**config.mk**
```make
export PLATFORM = sky130hd
export DESIGN_NAME = fetcher
export DESIGN_NICKNAME = d
export VERILOG_FILES = /design/src/rtl/fetcher_pkg.sv /design/src/rtl/fetcher.sv
export SDC_FILE = /design/constraint.sdc
export NUM_CORES = 1
export LEC_CHECK = 0
export ABC_CLOCK_PERIOD_IN_PS = 5950
export BUFFER_PORTS_ARGS = -buffer_cell sky130_fd_sc_hd__buf_2
export CELL_PAD_IN_SITES_DETAIL_PLACEMENT = 1
export CELL_PAD_IN_SITES_GLOBAL_PLACEMENT = 1
export CORE_ASPECT_RATIO = 0.5
export CORE_MARGIN = 2
export CORE_UTILIZATION = 37
export DETAILED_ROUTE_END_ITERATION = 7
export GPL_TIMING_DRIVEN = 1
export PLACE_DENSITY = 0.93
export SETUP_SLACK_MARGIN = 0.15
export SYNTH_ARGS = -nofsm -noshare
export SYNTH_HDL_FRONTEND = slang
export SYNTH_SLANG_ARGS = --single-unit
```
**constraint.sdc**
```tcl
create_clock -name clk_in -period 5.95 [get_ports clk_in]
set_clock_uncertainty 0.1 [all_clocks]
set_input_delay 0.595 -clock clk_in [delete_from_list [all_inputs] [get_ports clk_in]]
set_output_delay 0.595 -clock clk_in [all_outputs]
set_load 0.005 [all_outputs]
```
**src/rtl/fetcher_pkg.sv**
```systemverilog
// Shared constants, types and FSM encoding for the instruction fetcher.
package fetcher_pkg;

   localparam int unsigned ADDR_WIDTH = 32;
   localparam int unsigned INST_WIDTH = 32;

   typedef logic [ADDR_WIDTH-1:0] ADDR_TYPE;
   typedef logic [INST_WIDTH-1:0] INST_TYPE;

   // Opcode field position inside an instruction word
   localparam int unsigned OPCODE_MSB = 6;
   localparam int unsigned OPCODE_LSB = 0;
   typedef logic [OPCODE_MSB:OPCODE_LSB] OPCODE_RANGE;

   localparam OPCODE_RANGE OPCODE_JAL    = 7'b1101111;
   localparam OPCODE_RANGE OPCODE_BRANCH = 7'b1100011;

   localparam logic TRUE  = 1'b1;
   localparam logic FALSE = 1'b0;

   // Byte stride between sequential instructions
   localparam ADDR_TYPE INST_BYTES = 32'd4;

   typedef enum logic [1:0] {
      IDLE     = 2'd0,
      WAIT_MEM = 2'd1,
      HOLD     = 2'd2,
      DRAIN    = 2'd3
   } fetch_state_t;

   // Address of the instruction after pc; wraps modulo 2^32.
   function automatic ADDR_TYPE next_pc(input ADDR_TYPE pc, input ADDR_TYPE imm,
                                        input logic taken);
      return taken ? (pc + imm) : (pc + INST_BYTES);
   endfunction

   function automatic OPCODE_RANGE opcode_of(input INST_TYPE inst);
      return inst[OPCODE_MSB:OPCODE_LSB];
   endfunction

endpackage

```
**src/rtl/fetcher.sv**
```systemverilog
// Instruction fetcher: requests one word at a time from memory, holds it for the
// branch predictor, hands it to the instruction queue and follows ROB rollbacks.
module fetcher
   import fetcher_pkg::*;
(
   input  logic     clk_in,
   input  logic     rst_in,
   input  logic     rdy_in,
   // memory controller
   output logic     mem_req_out,
   output ADDR_TYPE mem_addr_out,
   input  logic     mem_done_in,
   input  INST_TYPE mem_inst_in,
   // branch predictor
   output ADDR_TYPE pc_to_predictor,
   output INST_TYPE inst_to_predictor,
   input  ADDR_TYPE imm_from_predictor,
   input  logic     jump_predict_flag_from_predictor,
   // instruction queue
   input  logic     queue_full_in,
   output logic     issue_valid_out,
   output ADDR_TYPE issue_pc_out,
   output INST_TYPE issue_inst_out,
   output logic     issue_jump_flag_out,
   // reorder buffer
   input  logic     rollback_in,
   input  ADDR_TYPE rollback_pc_in
);

   fetch_state_t state_q, state_d;
   ADDR_TYPE     pc_q, pc_d;
   INST_TYPE     inst_q, inst_d;
   logic         issue_fire;
   logic         word_latch;

   // Handoff happens only when not frozen, not flushed, and the queue has room
   assign issue_fire = (state_q == HOLD) && rdy_in && !rollback_in && !queue_full_in;

   // Returned word is kept only for a live request that is not being flushed
   assign word_latch = (state_q == WAIT_MEM) && rdy_in && !rollback_in && mem_done_in;

   // State register
   always_ff @(posedge clk_in or negedge rst_in) begin
      if (!rst_in) begin
         state_q <= IDLE;
      end else begin
         state_q <= state_d;
      end
   end

   // PC and held-instruction registers
   always_ff @(posedge clk_in or negedge rst_in) begin
      if (!rst_in) begin
         pc_q   <= '0;
         inst_q <= '0;
      end else begin
         pc_q   <= pc_d;
         inst_q <= inst_d;
      end
   end

   // Next state: rollback wins; an in-flight request is drained so that at most
   // one memory request is ever outstanding
   always_comb begin
      state_d = state_q;
      if (rdy_in) begin
         if (rollback_in) begin
            if (((state_q == WAIT_MEM) || (state_q == DRAIN)) && !mem_done_in) begin
               state_d = DRAIN;
            end else begin
               state_d = IDLE;
            end
         end else begin
            unique case (state_q)
               IDLE:     state_d = WAIT_MEM;
               WAIT_MEM: if (mem_done_in) state_d = HOLD;
               HOLD:     if (!queue_full_in) state_d = IDLE;
               DRAIN:    if (mem_done_in) state_d = IDLE;
               default:  state_d = IDLE;
            endcase
         end
      end
   end

   // Next PC and held instruction
   always_comb begin
      pc_d   = pc_q;
      inst_d = inst_q;
      if (rdy_in) begin
         if (rollback_in) begin
            pc_d = rollback_pc_in;
         end else if (issue_fire) begin
            pc_d = next_pc(pc_q, imm_from_predictor, jump_predict_flag_from_predictor);
         end
      end
      if (word_latch) begin
         inst_d = mem_inst_in;
      end
   end

   // Outputs: all zero outside the states that own them
   always_comb begin
      mem_req_out         = FALSE;
      mem_addr_out        = '0;
      pc_to_predictor     = '0;
      inst_to_predictor   = '0;
      issue_valid_out     = FALSE;
      issue_pc_out        = '0;
      issue_inst_out      = '0;
      issue_jump_flag_out = FALSE;
      unique case (state_q)
         WAIT_MEM: begin
            mem_req_out  = TRUE;
            mem_addr_out = pc_q;
         end
         HOLD: begin
            pc_to_predictor   = pc_q;
            inst_to_predictor = inst_q;
            if (issue_fire) begin
               issue_valid_out     = TRUE;
               issue_pc_out        = pc_q;
               issue_inst_out      = inst_q;
               issue_jump_flag_out = jump_predict_flag_from_predictor;
            end
         end
         default: ;
      endcase
   end

endmodule

```
* Word level (Yosys, flattened, before mapping)
Cells that the tools add are included.
** Word-level totals
- Input bits :: 103
- Word-level logic and storage cells :: 47
- Bits in registers :: 66
- Output and inout port bits :: 163
** Cells by class
- $add $sub $neg :: 2
- Mux-type cells :: 21
- Reduce and logical (&&, ||, !) cells :: 15
- Equal/unequal tests :: 6
** Operators with widths (count)
- $mux 32 :: 10
- $add 32x3->32 const B :: 1
- $add 32x32->32 :: 1
- $mux 2 :: 5
- $ne 3x3->1 const B :: 3
- $pmux 2 s4 :: 1
- $logic_and 1x1->1 :: 7
- $mux 1 :: 5
- $eq 2x2->1 const B :: 2
- $reduce_and 4->1 :: 1
- $logic_not 1->1 :: 3
- $eq 2x1->1 const B :: 1
- $logic_not 2->1 :: 1
- $reduce_and 2->1 :: 1
- $reduce_bool 2->1 :: 1
- $logic_or 1x1->1 :: 1

* Longest topological paths before layout
Gate-level depths: netlist of run 1.
- Word-level depth :: 6
- Depth in mapped cells :: 12
- Depth with buffers taken out :: 12

* Least setup slack after synthesis of run 1
No wires, ideal clock.
- Path kind :: input to register
- Start :: input port imm_from_predictor[16]
- End :: register pc_q[31]
- Path buffers :: 1
- Setup slack :: 2747 ps
- Data arrival time :: 3016 ps
- Cell stages on the path :: 11
- Cells stage by stage :: ha_1 > buf_6 > and4_4 > and3_4 > a22oi_1 > a31oi_1 > a211o_2 > a2111oi_1 > a311o_1 > mux2_4 > a211oi_2
** On the way
- Cells in the longest elaborated chain, start to end :: 4
** RTL lines
- start: declaration :: line fetcher.sv:17 : input ADDR_TYPE imm_from_predictor,
- $add 32x32->32 :: line fetcher_pkg.sv:34 : return taken ? (pc + imm) : (pc + INST_BYTES);
- $mux 32 :: line fetcher_pkg.sv:34
- $mux 32 :: line fetcher.sv:92 : end else if (issue_fire) begin
- $mux 32 :: line fetcher.sv:90 : if (rollback_in) begin
- end signal: assignment :: line fetcher.sv:57 : pc_q <= pc_d;
- end: declaration :: line fetcher.sv:31 : ADDR_TYPE pc_q, pc_d;
Every way passes these cells. The select of a mux whose other input is x is not followed.
A chain may end at the register's enable or synchronous reset.

* Worst setup path after layout of run 1
- Start :: input port rollback_in
- End :: register pc_q[24]
** On the way
- Cells in the longest elaborated chain, start to end :: 5
** RTL lines
- start: declaration :: line fetcher.sv:26 : input logic rollback_in,
- $logic_not 1->1 :: line fetcher.sv:37 : assign issue_fire = (state_q == HOLD) && rdy_in && !rollback_in && !queue_full_in;
- $logic_and 1x1->1 (2 in series) :: line fetcher.sv:37
- $reduce_bool 2->1 (no source line)
- $reduce_and 2->1 (no source line)
Several ways; a longest one is shown, not always the timed one.

==> run summary, run 1 <==
Total Wirelength: 27.5 mm
Status: finished, final reports clean
# fillers: 2084
Layout cell share with drive strength beyond 1: 32.8%
Die Wd: 188 µm
Pin count of the biggest net entering global routing: 72
Final cell count without fillers: 1244
Peak VDD IR: 176 µV
First-pass GRT wire length: 41.7 mm
FF-to-FF setup slack: 2.02 ns
Avg Cell Area, Syn: 7.97 µm²
Most frequent cells in the layout: buf_2, and2_1, a21oi_1
Max Clk Rate: 231 MHz
FF+latch count, synth: 66
Core region area: 0.0164 mm²
Critical path type: in -> reg
Setup repair after global routing missed its margin: no
GR Util All Layers: 29.5%
Min Tclk post-route: 4.33 ns
Placed Cells: 1229
FFs w/ async S/R, synth: 100%
DRT iter0 DRCs: 513
Num CTS Buffers: 9
Worst hold slack: 0.366 ns
Die area: 0.0180 mm²
Gr ovfl total: 0
Sink Count: 66
CP max FO: 71
Cell Rows: 33
PortBufs: 265
Power Total: 0.00295 W
Post-CTS Setup Inserts: 0
Register area: 0.00165 mm²
Syn Inst Count: 782
Critical Path AT: 4.48 ns
Number of inserted diodes: 0
HPWL after detailed placement: 18.9 mm
Post-synthesis sequential area ratio: 26.5%
Worst-path clk slew: 0.06 ns
Max-slew violation count: 0
Clock Path Buffers: 2
Antenna Nets Post-Route: 0
Max cap viols: 0
PD cells: 367 mW/mm²
Commonest non-fill, non-tap cell in the layout: buf_2
Fin crit share: 72.7%
Synth Flop Type: dfrtp_1
Die height: 95.8 µm
Setup_tns: 0 ns
DR pass1 iterations: 7
Final setup fails: 0
CTS Hold Buffers Added: 0
Yosys warns: 0
Worst slew pin tran: 1.38 ns
Area Overhead vs Synth: 28.8%
Root buffer cell: clkbuf_16
CP Capture Type: register
DRC: 0
Worst-Skew Late Latency: 0.34 ns
Multi-input logic area: 0.00434 mm²
Routed length per instance: 22.1 µm
CTS tree: built
Num ports: 266
Syn_nets: 918
Total number of vias: 7282
Vias in the first global route: 7510
Worst min-delay path class: in -> async
Post-synth EDFFs: 0
RD Place Congestion: 0.854
Req. time, crit path: 6.11 ns
Via density: 5.85
Distinct cell type count after synthesis: 60
Post-Syn Area: 0.00623 mm²
Initial antenna violation count: 0
Worst rel slew slack: 7.97%
Final hold viol count: 0
Pleak: 4.14 nW
Final #Nets: 1149
Crit start category: primary input
Initial core utilization: 37.9%
Post-cts sizing count: 0
Htree depth: 3
[logic make-up after synthesis]
| kind of cell | share of synthesized area, % |
|---|---|
| adders and majority gates | 6.75 |
| muxes | 6.53 |
| AOI/OAI and AO/OA | 20.4 |
| xor gates and xnor gates | 5.76 |
| and+or+nand+nor | 30.1 |
| DFF | 26.5 |
| buffers and inverters | 4.04 |
[Yosys cell counts, types with 5 or more instances]
cell	n	area share, %
a31oi_1	8	0.80
nor3_1	9	0.72
nor2_1	55	3.3
dfrtp_1	66	27
a211oi_1	11	1.3
xnor2_1	22	3.1
clkbuf_1	45	2.7
mux2_2	33	6.0
xor2_1	19	2.7
nand2b_1	8	0.80
o22ai_1	10	1.0
a21o_1	19	2.3
and2_1	158	16
nand4_1	6	0.60
nand2_1	53	3.2
nand3_1	21	1.7
a21oi_1	68	5.5
o21bai_1	5	0.60
o21ai_0	37	3.0
or3_1	5	0.50
inv_1	14	0.84
ha_1	32	6.4
and3_1	12	1.2
[flip-flops by register name, summed over array words and instances (netlist names)]
signal / cells
inst_q: 32
pc_q: 32
state_q: 2
[per-stage QoR]
step,utilization [%],cell area [µm²],worst slack (ns)
6_report,48.8,8030,1.62
5_1_grt,48.8,8030,1.48
4_1_cts,48.8,8030,1.82
3_5_place_dp,46.8,7680,1.74
3_3_place_gp,46.8,7680,2.01
2_1_floorplan,-,6230,2.75
[layout make-up]
type	count	area share, %
inverters	14	0.655
well taps	227	3.54
repair buffers	269	16.9
clock inverters	5	1.28
flip-flops and latches	66	20.6
multi-input cells	653	54.1
clock buffers	10	2.98
[final timing paths]
check | start | endpoint | cells after the start
max in group asynchronous | rst_in | pc_q[28]$_DFFE_PN0P_ | 2
hold reg to reg | inst_q[11]$_DFFE_PN0P_ | inst_q[11]$_DFFE_PN0P_ | 1
min in group clk_in | mem_inst_in[8] | inst_q[8]$_DFFE_PN0P_ | 2
setup / recovery | rollback_in | pc_q[24]$_DFFE_PN0P_ | 10
setup reg to reg | pc_q[14]$_DFFE_PN0P_ | pc_q[31]$_DFFE_PN0P_ | 10
hold / removal | rst_in | inst_q[13]$_DFFE_PN0P_ | 2
[report_power, final]
group / leakage, nW / total [W] / switching, W / internal, W
clock network: 0.165 / 0.000627 / 0.000209 / 0.000418
logic: 3.18 / 0.00146 / 0.000804 / 0.000652
registers: 0.796 / 0.000862 / 0.000247 / 0.000616
[metal layers]
layer	part of all wire (%)	track usage, %	vias up	wire length (µm)
met1	40	34.7	3557	10900
li1	-	-	3204	-
met4	4.8	15.0	0	1320
met5	0	0	-	0
met2	48	52.2	399	13300
met3	7.1	6.53	122	1960
[critical path: stages]
cell and delay [ns]:
buf_2 0.65, nand2b_1 0.26, nor2_1 0.08, nand2_1 0.39, inv_2 0.56, nor2_2 1.23, o21ai_0 0.30, o41ai_1 0.18
a21oi_1 0.10, o21ai_0 0.10
Note: power is estimated with default switching activity, not from simulation.
==> inputs of run 2 (changes only) <==
- ABC_CLOCK_PERIOD_IN_PS: 5950 -> 4100
- CORE_UTILIZATION: 37 -> 35
- PLACE_DENSITY: 0.93 -> 0.89
- clock period: 5.95 -> 4.1 ns (I/O delays scaled with it)
==> run summary, run 2 (same netlist as run 1, synthesis figures left out) <==
Die Wd: 193 µm (+2.8%)
Highest metal used: met4
Num CTS Buffers: 9 (unchanged)
CP max FO: 10 (-86%)
Min Tclk post-route: 3.57 ns
Routed length per instance: 19.8 µm (-10%)
DRC: 0 (unchanged)
Fin crit share: 87.1%
Setup repair after global routing missed its margin: no
Peak VDD IR: 262 µV (+49%)
Final #Nets: 1155 (+0.52%)
Total number of vias: 6848 (-6.0%)
Clock Path Buffers: 2 (unchanged)
First-pass GRT wire length: 38.5 mm (-7.7%)
Worst hold slack: 0.174 ns (-0.193 ns)
Register area: 0.00165 mm² (unchanged)
Pleak: 4.15 nW (+0.16%)
Via density: 5.44 (-7.0%)
Die area: 0.0190 mm² (+5.5%)
Multi-input logic area: 0.00434 mm² (unchanged)
Post-placement setup slack: 0.637 ns (-1.11 ns)
Num ports: 266 (unchanged)
Placed Cells: 1242 (+1.1%)
Antenna Nets Post-Route: 0 (unchanged)
Worst-path clk slew: 0.06 ns (about the same)
Area Overhead vs Synth: 29.0%
Layout cell share with drive strength beyond 1: 33.3% (+0.46 points)
Critical path type: reg -> reg
Final hold viol count: 0 (unchanged)
Worst-Skew Late Latency: 0.33 ns (about the same)
Critical Path AT: 3.72 ns (-0.76 ns)
CP Cell Sequence: ha_1 -> o211ai_1 -> o211ai_2 -> nand4b_1 -> a31oi_1 -> a211o_2 -> a2111oi_1 -> a311o_1 -> mux2_4 -> a211oi_2
Status: finished, final reports clean
GR Util All Layers: 25.8% (-3.7 points)
Worst rel slew slack: 29.6% (+22 points)
Post-CTS Setup Inserts: 0 (unchanged)
CP Capture Type: register
Setup ws final: 0.527 ns (-1.10 ns)
Root buffer cell: clkbuf_16
CTS tree: built
Max cap viols: 0 (unchanged)
Htree depth: 3 (unchanged)
CTS Hold Buffers Added: 0 (unchanged)
Req. time, crit path: 4.24 ns (-1.87 ns)
Biggest regs: inst_q x32, pc_q x32, state_q x2
RD Place Congestion: 0.863 (+1.0%)
Post-cts sizing count: 0 (unchanged)
Slowest stage delay, CP: 0.60 ns (-0.63 ns)
# fillers: 2246 (+7.8%)
Initial antenna violation count: 0 (unchanged)
Vias in the first global route: 7111 (-5.3%)
Final cell count without fillers: 1258 (+1.1%)
Most frequent cells in the layout: buf_2, and2_1, a21oi_1
Setup_tns: 0 ns (unchanged)
Number of inserted diodes: 0 (unchanged)
Power Total: 0.00407 W (+38%)
PortBufs: 265 (unchanged)
Max-slew violation count: 0 (unchanged)
M1 WL: 10.9 mm (-0.59%)
DR pass1 iterations: 5 (-2)
Sink Count: 66 (unchanged)
Gr ovfl total: 0 (unchanged)
Met2 wire length: 12.2 mm (-8.2%)
Routed wl met3: 1.46 mm (-26%)
PD cells: 506 mW/mm² (+38%)
HPWL after detailed placement: 19.3 mm (+1.9%)
Worst slew pin tran: 1.06 ns (-0.323 ns)
Commonest non-fill, non-tap cell in the layout: buf_2
Core region area: 0.0174 mm² (+5.9%)
Max Clk Rate: 280 MHz
Initial core utilization: 35.8% (-2.1 points)
Cell Rows: 34 (+3.0%)
Slowest CP cell: dfrtp_1
Die height: 98.3 µm (+2.7%)
Total Wirelength: 24.9 mm (-9.5%)
Final setup fails: 0 (unchanged)
Pin count of the biggest net entering global routing: 63 (-13%)
DRT iter0 DRCs: 387 (-25%)
Worst min-delay path class: in -> async
Crit start category: register
[run 2: area by class of cell]
type,count,area share (%)
multi-input cells,653,54.0
flip-flops and latches,66,20.5
repair buffers,275,17.4
well taps,234,3.64
clock buffers,9,2.80
clock inverters,7,0.949
inverters,14,0.654
[run 2: metrics by stage]
step	instance area, µm²	utilization [%]
after floorplan	6230	-
final	8040	46.2
after detailed placement	7740	44.5
after global routing	8040	46.2
after CTS	8040	46.2
after global placement	7740	44.5
[run 2: per-layer routing]
metal | vias to the layer above | track usage, %
met3 | 29 | 4.24
met2 | 235 | 45.3
met5 | - | 0
li1 | 3230 | -
met1 | 3354 | 33.1
met4 | 0 | 6.11
[run 2: final timing paths]
path                                        start                     end  slack (ns)  cells past startpoint
max reg2reg                   pc_q[2]$_DFFE_PN0P_    pc_q[31]$_DFFE_PN0P_        0.53                     10
min reg2reg                inst_q[29]$_DFFE_PN0P_  inst_q[29]$_DFFE_PN0P_        0.42                      1
max                           pc_q[2]$_DFFE_PN0P_    pc_q[31]$_DFFE_PN0P_        0.53                     10
max in group asynchronous                  rst_in  inst_q[16]$_DFFE_PN0P_        2.77                      2
min in group clk_in             rollback_pc_in[2]     pc_q[2]$_DFFE_PN0P_        0.21                      3
min                                        rst_in    pc_q[25]$_DFFE_PN0P_        0.17                      1
[run 2: critical path: cells and delay by family (launching register included)]
family                     cells  cell delay (ns)
AOI/OAI and AO/OA              7             1.86
DFF                            1             0.60
muxes                          1             0.31
adders and majority gates      1             0.37
and+or+nand+nor                1             0.23
[run 2: report_power, final]
| part | switching, W | leakage [nW] | total [W] | internal [W] |
|---|---|---|---|---|
| Sequential | 0.000317 | 0.796 | 0.00121 | 0.000894 |
| Combinational | 0.00110 | 3.21 | 0.00206 | 0.000950 |
| Clock | 0.000327 | 0.142 | 0.000803 | 0.000476 |
==> inputs of run 3 (changes only) <==
--- a/config.mk
+++ b/config.mk
@@ -20,2 +20,3 @@
 export SYNTH_HDL_FRONTEND = slang
 export SYNTH_SLANG_ARGS = --single-unit
+export TNS_END_PERCENT = 10
--- a/constraint.sdc
+++ b/constraint.sdc
@@ -3,3 +3,3 @@
 set_input_delay 0.41 -clock clk_in [delete_from_list [all_inputs] [get_ports clk_in]]
 set_output_delay 0.41 -clock clk_in [all_outputs]
-set_load 0.005 [all_outputs]
+set_load 0.1 [all_outputs]
==> run summary, run 3 (same netlist as run 1, synthesis figures left out) <==
Clock Path Buffers: 2 (unchanged)
Number of inserted diodes: 0 (unchanged)
Final cell count without fillers: 1258 (unchanged)
Commonest non-fill, non-tap cell in the layout: buf_2
Part of the power in the clock network: 12.3% (-7.4 points)
Post-cts sizing count: 0 (unchanged)
Min Tclk post-route: 3.60 ns (+0.0231 ns)
Die area: 0.0190 mm² (unchanged)
Cell Rows: 34 (unchanged)
Final #Nets: 1155 (unchanged)
Core region area: 0.0174 mm² (unchanged)
Worst min-delay path class: in -> async
Most frequent cells in the layout: buf_2, and2_1, a21oi_1
Num ports: 266 (unchanged)
Reg2reg path depth: 10 (unchanged)
DRT iter0 DRCs: 413 (+6.7%)
Num CTS Buffers: 9 (unchanged)
CP Capture Type: register
Die height: 98.3 µm (unchanged)
Sink Count: 66 (unchanged)
HPWL after detailed placement: 19.0 mm (-1.4%)
Critical Path AT: 3.75 ns (+0.03 ns)
Register area: 0.00165 mm² (unchanged)
Max cap viols: 0 (unchanged)
Status: finished, final reports clean
GR Util All Layers: 25.8% (about the same)
Req. time, crit path: 4.25 ns (about the same)
Final hold viol count: 0 (unchanged)
Layout cell share with drive strength beyond 1: 33.3% (unchanged)
Switch share: 62.3% (+19 points)
Fin crit share: 87.7% (+0.56 points)
Pin count of the biggest net entering global routing: 71 (+13%)
Placed Cells: 1242 (unchanged)
CP Cell Sequence: ha_1 -> o211ai_1 -> o211ai_2 -> nand4b_1 -> a31oi_1 -> a211o_2 -> a2111oi_1 -> a311o_1 -> mux2_4 -> a211oi_2
Seq pwr share: 20.1% (-9.7 points)
RD Place Congestion: 0.861 (-0.16%)
Htree depth: 3 (unchanged)
Worst slew pin tran: 1.05 ns (-0.00375 ns)
# fillers: 2225 (-0.93%)
Setup repair after global routing missed its margin: no
PD cells: 748 mW/mm² (+48%)
CP max FO: 10 (unchanged)
Post-CTS Setup Inserts: 0 (unchanged)
CTS tree: built
Die Wd: 193 µm (unchanged)
Antenna Nets Post-Route: 0 (unchanged)
Worst rel slew slack: 29.9% (+0.25 points)
Routed length per instance: 19.6 µm (-0.86%)
Vias in the first global route: 7016 (-1.3%)
Pleak: 4.13 nW (-0.43%)
Final setup fails: 0 (unchanged)
Total Wirelength: 24.7 mm (-0.86%)
Biggest regs: inst_q x32, pc_q x32, state_q x2
Setup_tns: 0 ns (unchanged)
Area Overhead vs Synth: 28.7%
Critical path type: reg -> reg
Max Clk Rate: 278 MHz (-0.64%)
Multi-input logic area: 0.00434 mm² (unchanged)
Slowest stage delay, CP: 0.60 ns (about the same)
Peak VDD IR: 581 µV (+120%)
Worst-Skew Late Latency: 0.34 ns (about the same)
Crit start category: register
Total number of vias: 6865 (+0.25%)
Root buffer cell: clkbuf_16
Gr ovfl total: 0 (unchanged)
Via density: 5.46 (+0.25%)
Net Sw Power: 0.00374 W (+110%)
DRC: 0 (unchanged)
DR pass1 iterations: 5 (unchanged)
Slowest CP cell: dfrtp_1
Power share of the combinational group: 67.5% (+17 points)
First-pass GRT wire length: 38.4 mm (-0.36%)
Initial antenna violation count: 1 (+1)
Initial core utilization: 35.8% (unchanged)
CTS Hold Buffers Added: 0 (unchanged)
Int Pwr: 0.00226 W (-2.6%)
Max-slew violation count: 0 (unchanged)
Final Core Density: 46.1% (-0.14 points)
PortBufs: 265 (unchanged)
Worst-path clk slew: 0.06 ns (about the same)
[run 3: cell types whose count changed in the layout (fill, tap and decap cells not counted), sizes merged]
cell      previous run  this run
bufinv               1         0
clkinv               2         1
clkinvlp             2         4
[run 3: power groups by stage]
| stage | Clock, W | Combinational, W | Sequential, W |
|---|---|---|---|
| 5_1_grt | 0.000777 | 0.00427 | 0.00126 |
| 3_5_place_dp | 0 | 0.00403 | 0.00122 |
| 6_report | 0.000741 | 0.00405 | 0.00121 |
| 3_3_place_gp | 0 | 0.00395 | 0.00118 |
| 4_1_cts | 0.000755 | 0.00405 | 0.00120 |
| 2_1_floorplan | 0 | 0.00338 | 0.00106 |
[run 3: path summary, 6_finish.rpt]
path | start | to | slack (ns)
max | pc_q[2]$_DFFE_PN0P_ | pc_q[31]$_DFFE_PN0P_ | 0.50
min | rst_in | pc_q[25]$_DFFE_PN0P_ | 0.16
max reg2reg | pc_q[2]$_DFFE_PN0P_ | pc_q[31]$_DFFE_PN0P_ | 0.50
min reg2reg | inst_q[25]$_DFFE_PN0P_ | inst_q[25]$_DFFE_PN0P_ | 0.41
max in group asynchronous | rst_in | inst_q[31]$_DFFE_PN0P_ | 2.78
min in group clk_in | rollback_pc_in[2] | pc_q[2]$_DFFE_PN0P_ | 0.20
[run 3: per-layer routing]
metal	track usage, %	part of all wire, %
met3	3.85	5.3
met4	8.16	2.6
met5	0	0.053
met1	33.4	44
met2	44.3	48
[run 3: final cells by class]
cell class | instances | share of cell area [%]
sequential | 66 | 20.6
tap | 234 | 3.65
clock buffer | 9 | 2.81
inverter | 14 | 0.656
timing repair buffer | 275 | 17.5
clock inverter | 7 | 0.656
multi-input combinational | 653 | 54.1
[run 3: worst max-delay path, delay by kind of cell (launching register included)]
family / cells / cell delay [ns]
AOI/OAI and AO/OA: 7 / 1.91
and+or+nand+nor: 1 / 0.23
adders and majority gates: 1 / 0.36
DFF: 1 / 0.60
muxes: 1 / 0.31
[run 3: metrics by stage]
stage / power [W] / setup WS (ns) / cell area, µm² / hold WS [ns]
after floorplan: 0.00444 / 0.612 / 6230 / 0.0144
final: 0.00600 / 0.504 / 8020 / 0.164
after global placement: 0.00513 / 0.740 / 7740 / 0.394
after detailed placement: 0.00525 / 0.609 / 7740 / 0.405
after global routing: 0.00630 / 0.288 / 8020 / 0.201
after CTS: 0.00601 / 0.599 / 8020 / 0.195
